<file path="config.mk">
export PLATFORM = sky130hd
export DESIGN_NAME = mem_access_unit
export DESIGN_NICKNAME = d
export VERILOG_FILES = /design/src/rtl/cpu_pkg.sv /design/src/rtl/mem_lane_align.sv /design/src/rtl/mem_access_unit.sv
export SDC_FILE = /design/constraint.sdc
export NUM_CORES = 1
export LEC_CHECK = 0
export CORE_MARGIN = 2
export CORE_UTILIZATION = 43
export CTS_CLUSTER_DIAMETER = 150
export DETAILED_ROUTE_END_ITERATION = 7
export GPL_TIMING_DRIVEN = 0
export PLACE_DENSITY = 0.81
export SLEW_MARGIN = 20
export SYNTH_ARGS = -nofsm -noshare
export SYNTH_HDL_FRONTEND = slang
export SYNTH_SLANG_ARGS = --single-unit
</file>
<file path="constraint.sdc">
create_clock -name clk -period 4.4 [get_ports clk]
set_clock_uncertainty 0.15 [all_clocks]
set_input_delay 0.88 -clock clk [delete_from_list [all_inputs] [get_ports clk]]
set_output_delay 0.88 -clock clk [all_outputs]
set_load 0.02 [all_outputs]
</file>
<file path="src/rtl/cpu_pkg.sv">
// Shared CPU definitions.
// Holds the memory-unit FSM state type, the MemSize encodings, the ALU
// operation type used by the execute stage, and a byte sign-extend helper.
package cpu_pkg;

    typedef enum logic [1:0] {
        ST_IDLE = 2'd0,
        ST_BUS  = 2'd1,
        ST_DONE = 2'd2
    } mau_state_t;

    localparam logic SIZE_BYTE = 1'b0;
    localparam logic SIZE_WORD = 1'b1;

    typedef enum logic [3:0] {
        ALU_ADD  = 4'd0,
        ALU_SUB  = 4'd1,
        ALU_AND  = 4'd2,
        ALU_OR   = 4'd3,
        ALU_XOR  = 4'd4,
        ALU_SLL  = 4'd5,
        ALU_SRL  = 4'd6,
        ALU_SRA  = 4'd7,
        ALU_SLT  = 4'd8,
        ALU_SLTU = 4'd9
    } alu_ops_t;

    function automatic logic [31:0] sext8(input logic [7:0] b);
        return {{24{b[7]}}, b};
    endfunction

endpackage

</file>
<file path="src/rtl/mem_lane_align.sv">
// Byte-lane alignment between the core and a 32-bit Wishbone bus.
// Ports:
//   lane       - byte offset within the word (addr[1:0])
//   size       - SIZE_BYTE / SIZE_WORD
//   store_data - store operand from the core
//   bus_data   - read data from the bus
//   sel        - byte select for the bus
//   lane_data  - store data placed on the bus (byte replicated on all lanes)
//   load_data  - load result (selected byte sign-extended, or whole word)
module mem_lane_align
    import cpu_pkg::*;
(
    input  logic [1:0]  lane,
    input  logic        size,
    input  logic [31:0] store_data,
    input  logic [31:0] bus_data,
    output logic [3:0]  sel,
    output logic [31:0] lane_data,
    output logic [31:0] load_data
);

    logic [7:0] bus_bytes [4];

    genvar gi;
    generate
        for (gi = 0; gi < 4; gi++) begin : g_lane
            assign sel[gi]            = (size == SIZE_WORD) || (lane == 2'(gi));
            assign lane_data[gi*8 +: 8] = (size == SIZE_WORD) ? store_data[gi*8 +: 8]
                                                              : store_data[7:0];
            assign bus_bytes[gi]      = bus_data[gi*8 +: 8];
        end
    endgenerate

    assign load_data = (size == SIZE_WORD) ? bus_data : sext8(bus_bytes[lane]);

endmodule

</file>
<file path="src/rtl/mem_access_unit.sv">
// Load/store unit bridging the execute stage to a Wishbone classic master.
// Ports:
//   clk, reset            - clock, asynchronous active-high reset
//   req_valid / req_ready - request handshake (ready only when idle)
//   MemRead, MemWrite     - direction (store wins when both set)
//   MemSize               - SIZE_WORD / SIZE_BYTE
//   addr, wdata           - byte address and store data
//   rdata                 - last load result (held between loads)
//   done, err             - completion pulse and its error qualifier
//   wb_*                  - Wishbone classic master signals
module mem_access_unit
    import cpu_pkg::*;
#(
    parameter int TIMEOUT_CYCLES = 255
) (
    input  logic        clk,
    input  logic        reset,
    input  logic        req_valid,
    output logic        req_ready,
    input  logic        MemRead,
    input  logic        MemWrite,
    input  logic        MemSize,
    input  logic [31:0] addr,
    input  logic [31:0] wdata,
    output logic [31:0] rdata,
    output logic        done,
    output logic        err,
    output logic        wb_cyc_o,
    output logic        wb_stb_o,
    output logic        wb_we_o,
    output logic [31:0] wb_adr_o,
    output logic [31:0] wb_dat_o,
    output logic [3:0]  wb_sel_o,
    input  logic [31:0] wb_dat_i,
    input  logic        wb_ack_i
);

    localparam int CNT_W = (TIMEOUT_CYCLES < 2) ? 1 : $clog2(TIMEOUT_CYCLES + 1);
    localparam logic [CNT_W-1:0] CNT_LAST = CNT_W'(TIMEOUT_CYCLES - 1);

    mau_state_t       state_reg, state_next;
    logic [CNT_W-1:0] count_reg;
    logic             size_reg;
    logic [1:0]       lane_reg;
    logic             we_reg;
    logic [31:0]      adr_reg;
    logic [31:0]      dat_reg;
    logic [3:0]       sel_reg;
    logic             err_reg;
    logic [31:0]      rdata_reg;

    logic        is_mem;
    logic        misaligned;
    logic        accept;
    logic        go_bus;
    logic        timeout;
    logic [1:0]  align_lane;
    logic        align_size;
    logic [3:0]  align_sel;
    logic [31:0] align_lane_data;
    logic [31:0] align_load_data;

    assign is_mem     = MemRead | MemWrite;
    assign misaligned = (MemSize == SIZE_WORD) && (addr[1:0] != 2'b00);
    assign accept     = (state_reg == ST_IDLE) && req_valid;
    assign go_bus     = is_mem && !misaligned;
    assign timeout    = (count_reg == CNT_LAST);

    // One aligner serves both directions: while idle it shapes the incoming
    // store, during the bus cycle it extracts the load from the captured lane.
    assign align_lane = (state_reg == ST_IDLE) ? addr[1:0] : lane_reg;
    assign align_size = (state_reg == ST_IDLE) ? MemSize   : size_reg;

    mem_lane_align u_align (
        .lane       (align_lane),
        .size       (align_size),
        .store_data (wdata),
        .bus_data   (wb_dat_i),
        .sel        (align_sel),
        .lane_data  (align_lane_data),
        .load_data  (align_load_data)
    );

    // State register
    always_ff @(posedge clk or posedge reset) begin
        if (reset) begin
            state_reg <= ST_IDLE;
        end else begin
            state_reg <= state_next;
        end
    end

    // Next-state logic
    always_comb begin
        state_next = state_reg;
        unique case (state_reg)
            ST_IDLE: begin
                if (req_valid) begin
                    state_next = go_bus ? ST_BUS : ST_DONE;
                end
            end
            ST_BUS: begin
                if (wb_ack_i || timeout) begin
                    state_next = ST_DONE;
                end
            end
            ST_DONE: state_next = ST_IDLE;
            default: state_next = ST_IDLE;
        endcase
    end

    // Outputs decoded from state; cyc/stb vanish as soon as reset forces IDLE.
    always_comb begin
        req_ready = (state_reg == ST_IDLE);
        wb_cyc_o  = (state_reg == ST_BUS);
        wb_stb_o  = (state_reg == ST_BUS);
        done      = (state_reg == ST_DONE);
        err       = (state_reg == ST_DONE) && err_reg;
    end

    // Request capture, timeout counter and load-data register
    always_ff @(posedge clk or posedge reset) begin
        if (reset) begin
            count_reg <= '0;
            size_reg  <= SIZE_BYTE;
            lane_reg  <= 2'b00;
            we_reg    <= 1'b0;
            adr_reg   <= '0;
            dat_reg   <= '0;
            sel_reg   <= '0;
            err_reg   <= 1'b0;
            rdata_reg <= '0;
        end else begin
            if (accept) begin
                err_reg   <= is_mem && misaligned;
                count_reg <= '0;
                if (go_bus) begin
                    size_reg <= MemSize;
                    lane_reg <= addr[1:0];
                    we_reg   <= MemWrite;
                    adr_reg  <= {addr[31:2], 2'b00};
                    dat_reg  <= align_lane_data;
                    sel_reg  <= align_sel;
                end
            end else if (state_reg == ST_BUS) begin
                if (wb_ack_i) begin
                    if (!we_reg) begin
                        rdata_reg <= align_load_data;
                    end
                end else if (timeout) begin
                    err_reg <= 1'b1;
                end else begin
                    count_reg <= count_reg + 1'b1;
                end
            end
        end
    end

    assign rdata    = rdata_reg;
    assign wb_we_o  = we_reg;
    assign wb_adr_o = adr_reg;
    assign wb_dat_o = dat_reg;
    assign wb_sel_o = sel_reg;

endmodule

</file>
# --- Yosys cells after proc, flatten, opt, wreduce, memory -nomap -nowiden ---
# Index checks and enable logic that the tools add are counted.
totals:
  reg_bits: 113
  input_bits: 103
  out_inout_bits: 106
classes:
  addsub: 1
  n_lt_le_gt_ge: 1
  n_eq_ne: 10
  muxes: 21
  bitwise_logic: 4
  reduce_logical: 21
ops:
  columns: ["operator", "count"]
  rows:
  - ["two-way mux 8 bit", 9]
  - ["two-way mux 32 bit", 1]
  - ["binary-select mux 8 bit (select 2 bit)", 1]
  - ["adder 8 x 1 -> 8 bit (second input constant)", 1]
  - ["equality test 8 bit (second input constant)", 1]
  - ["two-way mux 2 bit", 4]
  - ["equality test 2 bit (second input constant)", 3]
  - ["AND reduction 3 bit", 2]
  - ["nonzero test 2 bit", 3]
  - ["logical AND 1 bit", 5]
  - ["logical OR 1 bit", 5]
  - ["two-way mux 1 bit", 5]
  - ["equality test 2 x 1 -> 1 bit (second input constant)", 2]
  - ["logical NOT 2 bit", 2]
  - ["!= test 2 x 1 -> 1 bit (second input constant)", 2]
  - ["!= test 2 bit (second input constant)", 2]
  - ["case mux 2 bit (2 select lines)", 1]
  - ["AND reduction 2 bit", 2]
  - ["AND reduction 4 bit", 1]
  - ["greater-or-equal comparator 3 bit (second input constant)", 1]
  - ["inverter 2 -> 3 bit", 1]
  - ["inverter 1 bit", 2]
  - ["logical NOT 1 bit", 1]
  - ["OR 1 bit", 1]

# --- Logic depth before layout (Yosys ltp) ---
# Gate-level depths: netlist of the first run.
depth:
  ltp_word: 7
  ltp_mapped: 8
  depth_no_buf: 7

# --- By module ---
# Synthesis of the first run repeated with hierarchy kept, for this count alone.
hier_totals:
  hier_cells: 464
  hier_area_um2: 5819.3
modules_own_cells:
  columns: ["mod", "n_inst", "cells_each", "area_per_inst_um2", "seq_area_each_um2"]
  rows:
  - ["mem_access_unit", 1, 291, 4616.9, 2827.7]
  - ["mem_lane_align", 1, 173, 1202.4, 0.0]

# --- Worst setup path before layout of the first run ---
# Ideal clock, no wire load.
synth_timing:
  path_kind: "input to register"
  startpoint: "input port addr[0]"
  endpoint: "register adr_reg[10], in the netlist wb_adr_o[10]"
  arrival_time_ns: 2.117
  t_required_ns: 4.125
  slack_ns: 2.008
  cell_stages: 6
  cell_sequence: "o21a_1 nor3_1 and3b_1 buf_2 buf_2 mux2_2"
synth_via:
  elab_chain_cells: 5
synth_rtl:
  columns: ["item", "line_no", "rtl"]
  rows:
  - ["start, declared", "mem_access_unit.sv:23", "input logic [31:0] addr,"]
  - ["nonzero test 2 bit", "mem_access_unit.sv:64", "assign misaligned = (MemSize == SIZE_WORD) && (addr[1:0] != 2'b00);"]
  - ["logical AND 1 bit", "mem_access_unit.sv:64", null]
  - ["logical NOT 1 bit", "mem_access_unit.sv:66", "assign go_bus = is_mem && !misaligned;"]
  - ["logical AND 1 bit", "mem_access_unit.sv:66", null]
  - ["AND reduction 2 bit (no source line)", null, null]
  - ["end signal, assigned", "mem_access_unit.sv:141", "adr_reg <= {addr[31:2], 2'b00};"]
  - ["end, declared", "mem_access_unit.sv:46", "logic [31:0] adr_reg;"]
# No other way between the ends.
# A chain may end at the register's enable or synchronous reset.

# --- Final worst setup path of the first run ---
layout_timing:
  startpoint: "register state_reg[0]"
  endpoint: "output port wb_stb_o"
layout_via:
  elab_chain_cells: 1
layout_rtl:
  columns: ["item", "line_no", "rtl"]
  rows:
  - ["start, declared", "mem_access_unit.sv:41", "mau_state_t state_reg, state_next;"]
  - ["start signal, assigned", "mem_access_unit.sv:89", "state_reg <= state_next;"]
  - ["equality test 2 x 1 -> 1 bit", "mem_access_unit.sv:116", "wb_stb_o = (state_reg == ST_BUS);"]
  - ["end, declared", "mem_access_unit.sv:29", "output logic wb_stb_o,"]
# No other way between the ends.

==> reports/metrics.cfg, run 1 <==
[outcome]
status = complete, no violations

[logic_synthesis]
synth_area_per_cell_um2 = 10.9
synth_top_area_frac = 0.575
ys_seq_area_frac = 0.575
synth_most_common_cell = dfrtp_1
synth.distinct_cells = 44
synthTopCellsByArea = dfrtp_1, mux2_2, a21oi_1
synth_compound_area_frac = 0.124
yosysTopAreaCell = dfrtp_1
synth_common_cells = dfrtp_1, a21oi_1, nor2_1
synthesis.area_um2 = 4920
synthXorXnorAreaFrac = 0.00890
yosys.area_share.simple = 0.124
synth-edff-count = 0
synth_fa_ha_area_frac = 0.00509
ys_seq_elements = 113
yosys_warnings = 0
async_flop_share = 1.00
synth_ff_type = dfrtp_1
muxShareOfSynthArea = 0.129
synth_cells = 452
synth_top_family_by_area = multiplexers

[die]
die_x_um = 111
initial_core_util = 0.437
ios = 209
die_h_um = 111
fp.dieArea_um2 = 12300
core_um2 = 11300
num_rows = 39

[finish]
fillers = 882
fin_nets = 784
fin_area_um2 = 7750
final_util = 0.688
seq_area_um2 = 2830
area_delta_synth_final_pct = 57.6
drive_gt1_frac = 0.152
diodes = 0
fin_cells = 835
multi_input_area_um2 = 1940

[place]
placed_cell_area_um2 = 7210
gp_congestion = 0.867
hpwlAfterDp_mm = 11.1
portBuffers = 206
placed_cells = 803

[sta]
tightestPinTransition_ns = 0.854
setup_viol = 0
min_period_over_period = 0.675
max_freq_mhz = 337
finalCriticalPeriod_ns = 2.97
final_max_slew_viol_count = 0
grt_setup_unrepaired = false
relSlewSlack = 0.430
finalHoldViolCount = 0
tns_ns = 0

[routing]
ant_nets = 0
wl_per_cell_um = 18.1
routed_via_density = 5.26
first_iter_violations = 282
vias = 4393
first_pass_iters = 6
route.detailed.drc = 0
drt-total-wl_mm = 15.1

[clock_tree]
cts_buffers = 17
cts_buffer_depth = 2
clk_pin_slew_worst_paths_ns = 0.06
cts_setup_buffers = 0
cts_tree = yes
cts_resized = 0
clk_latency_ns = 0.41
cts-htree-levels = 4
ctsHoldBuffers = 0
clkSinkCount = 113
clockRootBuffer = clkbuf_16

[power]
pwr-share-clk = 0.213
powerDensity_nw_per_um2 = 758
internal_power_mw = 3.62
pwr-share-comb = 0.476
p_sw_mw = 2.26
leakagePower_nw = 3.24
netSwitchingFraction = 0.384
power_frac_seq = 0.311
p_total_mw = 5.88
ir_drop_v = 0.000420

[worst_setup_path]
path_buf_inv = 2
critPathArrivalTime_ns = 1.94
cp_top_family = buffers and inverters
worstPathMaxFanout = 8
crit_path_top_delay_cell = clkdlybuf4s50_1
crit_type = register to output pin
max_stage_delay_ns = 0.59
setup.worst_path.start_class = register
worstPathCellList = nor2b_1, buf_4, clkdlybuf4s50_1
critPathRequiredTime_ns = 3.37
worstSetupEndpointType = output pin

[global_routing]
grt.total_usage = 0.254
grt_pass1_vias = 4793
gr-total-overflow = 0
grt_max_degree = 70
grt_pass1_wl_mm = 24.6
antenna_found_initial = 0

[worst_hold_path]
min_path_type = register to register

[run]
drv_cap = 0

==> cell families (layout without fill, tap and decap cells) <==
kind of cell,count (synthesis),after routing
simple gates,136,136
flops,113,113
compound gates,107,107
mux,54,54
buf+inv,34,273
xor+xnor,5,5
fa+ha+maj,2,2
other cells,1,2
==> power by group through the flow <==
stage	clock, mW	sequential (mW)	combinational, mW
3_3_place_gp	0	1.80	2.73
5_1_grt	1.33	1.89	2.98
2_1_floorplan	0	2.38	0.871
3_5_place_dp	0	1.84	2.80
4_1_cts	1.28	1.83	2.82
6_report	1.25	1.83	2.80
==> cell type report <==
type                            count  share of cell area
Timing Repair Buffer              207               0.269
Clock buffer                       18              0.0566
Multi-Input combinational cell    306               0.250
Inverter                            4             0.00258
Clock inverter                     14              0.0142
Buffer                             30              0.0197
Tap cell                          143              0.0231
Sequential cell                   113               0.365
==> through the flow <==
stage	setup slack, ns	hold WS (ns)
after CTS	1.41	0.358
after global routing	1.31	0.372
after detailed placement	1.14	0.346
final	1.43	0.353
after global placement	-1.14	0.335
after floorplan	0.383	0.313
==> per-layer routing <==
metal | share of wire | wire, µm | track usage | vias to the layer above
met3 | 0.084 | 1270 | 0.0858 | 31
met4 | 0.026 | 399 | 0.113 | 0
met5 | 0 | 0 | 0 | -
li1 | - | - | - | 2032
met1 | 0.37 | 5630 | 0.288 | 2136
met2 | 0.52 | 7820 | 0.436 | 194
==> layout by cell type, fill, tap and decap left out, types with 2 or more instances in the layout <==
cell	n
clkdlybuf4s50_1	206
xor2_1	4
a222oi_1	7
mux2_4	8
nor2_1	71
and3b_1	2
o21ai_0	4
and2_1	11
buf_2	11
buf_4	5
dfrtp_1	113
a21oi_1	85
nand2b_1	2
o21a_1	2
and3_1	2
nor3_1	2
clkbuf_1	13
inv_1	3
ha_1	2
clkbuf_16	17
nand2_1	30
clkinvlp_4	7
conb_1	2
nand4_1	3
inv_6	4
nand3_1	4
mux2_2	42
clkinv_4	3
mux2i_1	4
==> worst paths after layout <==
| kind | end | depth (start not counted) | start | slack, ns |
|---|---|---|---|---|
| worst max-delay path | wb_stb_o | 3 | state_reg[0] | 1.43 |
| max in group asynchronous | rdata[14] | 3 | reset | 2.72 |
| worst min register to register | wb_adr_o[24] | 1 | wb_adr_o[24] | 0.35 |
| worst max register to register | rdata[2] | 6 | state_reg[1] | 1.84 |
| min in group asynchronous | wb_adr_o[16] | 2 | reset | 0.71 |
| worst min-delay path | wb_adr_o[24] | 1 | wb_adr_o[24] | 0.35 |
No activity file was read; power rests on OpenSTA's default activity.
==> inputs of run 2 (changes only) <==
- clock period: 4.4 -> 2.75 ns (I/O delays scaled with it)
==> reports/metrics.cfg, run 2 (synthesized netlist as in run 1, its figures left out) <==
[worst_setup_path]
path_buf_inv = 2
r2r_start = state_reg[0]
crit_path_top_delay_cell = clkdlybuf4s50_1
worstPathCellList = nor2b_1, buf_4, clkdlybuf4s50_1
r2r_slack_ns = 0.27
critPathArrivalTime_ns = 1.95
worstPathMaxFanout = 8
crit_type = register to output pin
cp_top_family = buffers and inverters
reg2reg_to = rdata[0]
r2r_cells = 5
worstSetupEndpointType = output pin
max_stage_delay_ns = 0.59
critPathRequiredTime_ns = 2.05
setup.worst_path.start_class = register

[clock_tree]
cts_setup_buffers = 0
cts_buffers = 17
cts_tree = yes
clockRootBuffer = clkbuf_16
ctsHoldBuffers = 0
clkSinkCount = 113
cts_resized = 0
clk_latency_ns = 0.40
cts-htree-levels = 4
cts_buffer_depth = 2
clk_pin_slew_worst_paths_ns = 0.06

[power]
p_sw_mw = 3.54
netSwitchingFraction = 0.367
pwr-share-clk = 0.233
powerDensity_nw_per_um2 = 1230
pwr-share-comb = 0.463
ir_drop_v = 0.000681
internal_power_mw = 6.10
leakagePower_nw = 3.29
power_frac_seq = 0.304

[die]
fp.dieArea_um2 = 12300
core_um2 = 11300
initial_core_util = 0.437
ios = 209
num_rows = 39
die_x_um = 111
die_h_um = 111

[sta]
finalHoldViolCount = 0
finalCriticalPeriod_ns = 2.65
tightestPinTransition_ns = 0.747
grt_setup_unrepaired = false
tns_ns = 0
max_freq_mhz = 377
finalWorstSetupSlack_ns = 0.0969
setup_viol = 0
final_max_slew_viol_count = 0
relSlewSlack = 0.501
min_period_over_period = 0.965

[worst_hold_path]
hold_depth = 1
min_to = wb_adr_o[15]
hold_start = wb_adr_o[15]
min_path_type = register to register

[routing]
wl_per_cell_um = 17.9
ant_nets = 0
first_pass_iters = 5
first_iter_violations = 340
drt-total-wl_mm = 15.0
routed_via_density = 5.29
route.detailed.drc = 0
vias = 4424

[global_routing]
grt_pass1_wl_mm = 24.3
antenna_found_initial = 0
gr-total-overflow = 0
grt_max_degree = 33
grt.total_usage = 0.251
grt_pass1_vias = 4742

[finish]
fin_cells = 837
fin_nets = 786
seq_area_um2 = 2830
layout_commonest_cell = clkdlybuf4s50_1
diodes = 0
area_delta_synth_final_pct = 59.6
fin_area_um2 = 7850
drive_gt1_frac = 0.153
final_cell_mix = clkdlybuf4s50_1, dfrtp_1, a21oi_1, nor2_1, mux2_2
multi_input_area_um2 = 1940
fillers = 847

[place]
placed_cells = 805
dp_slack_ns = -0.255
gp_congestion = 0.866
portBuffers = 206
hpwlAfterDp_mm = 11.0
placed_cell_area_um2 = 7240

[outcome]
status = complete, no violations

[run]
drv_cap = 0

run 2: cell types whose count changed in the layout (fill, tap and decap cells not counted):
| cell | change |
|---|---|
| inv_6 | -4 |
| buf_12 | +3 |
| bufinv_16 | +3 |
| buf_16 | -1 |
| clkbuf_1 | +1 |
| clkbuf_8 | +1 |
| clkinvlp_4 | -1 |
run 2: layer usage:
layer  vias to the layer above  wire length (µm)  GRT usage
li1                       2026                 -          -
met1                      2150              5640      0.293
met2                       224              7610      0.425
met3                        24              1450     0.0984
met4                         0               265     0.0825
met5                         -                 0          0
run 2: worst max path at each step:
stage | from | end | cells after the start
after floorplan | state_reg[0] | rdata[0] | 6
after global placement | reset | wb_adr_o[16] | 2
final | state_reg[0] | wb_stb_o | 3
after CTS | state_reg[0] | wb_stb_o | 3
after global routing | state_reg[0] | wb_stb_o | 3
after detailed placement | addr[0] | wb_dat_o[2] | 7
run 2: power by group through the flow:
stage	registers (mW)	clock network (mW)	logic, mW
floorplan	3.81	0	1.39
global placement	2.88	0	4.37
detailed placement	2.93	0	4.46
CTS	2.92	2.27	4.49
global route	3.04	2.35	4.74
finish	2.93	2.25	4.46
run 2: area by class of cell:
class,instances,share of cell area
plain buffers,30,0.0194
clock buffers,20,0.0582
clock inverters,12,0.0202
inverters,4,0.00239
multi-input cells,306,0.247
flip-flops and latches,113,0.360
well taps,143,0.0228
repair buffers,209,0.270
run 2: per-stage QoR:
step	util	power [mW]	hold WS [ns]
3_3_place_gp	0.636	7.26	0.336
4_1_cts	0.697	9.68	0.357
6_report	0.697	9.63	0.354
3_5_place_dp	0.642	7.39	0.344
2_1_floorplan	-	5.20	0.313
5_1_grt	0.697	10.1	0.368
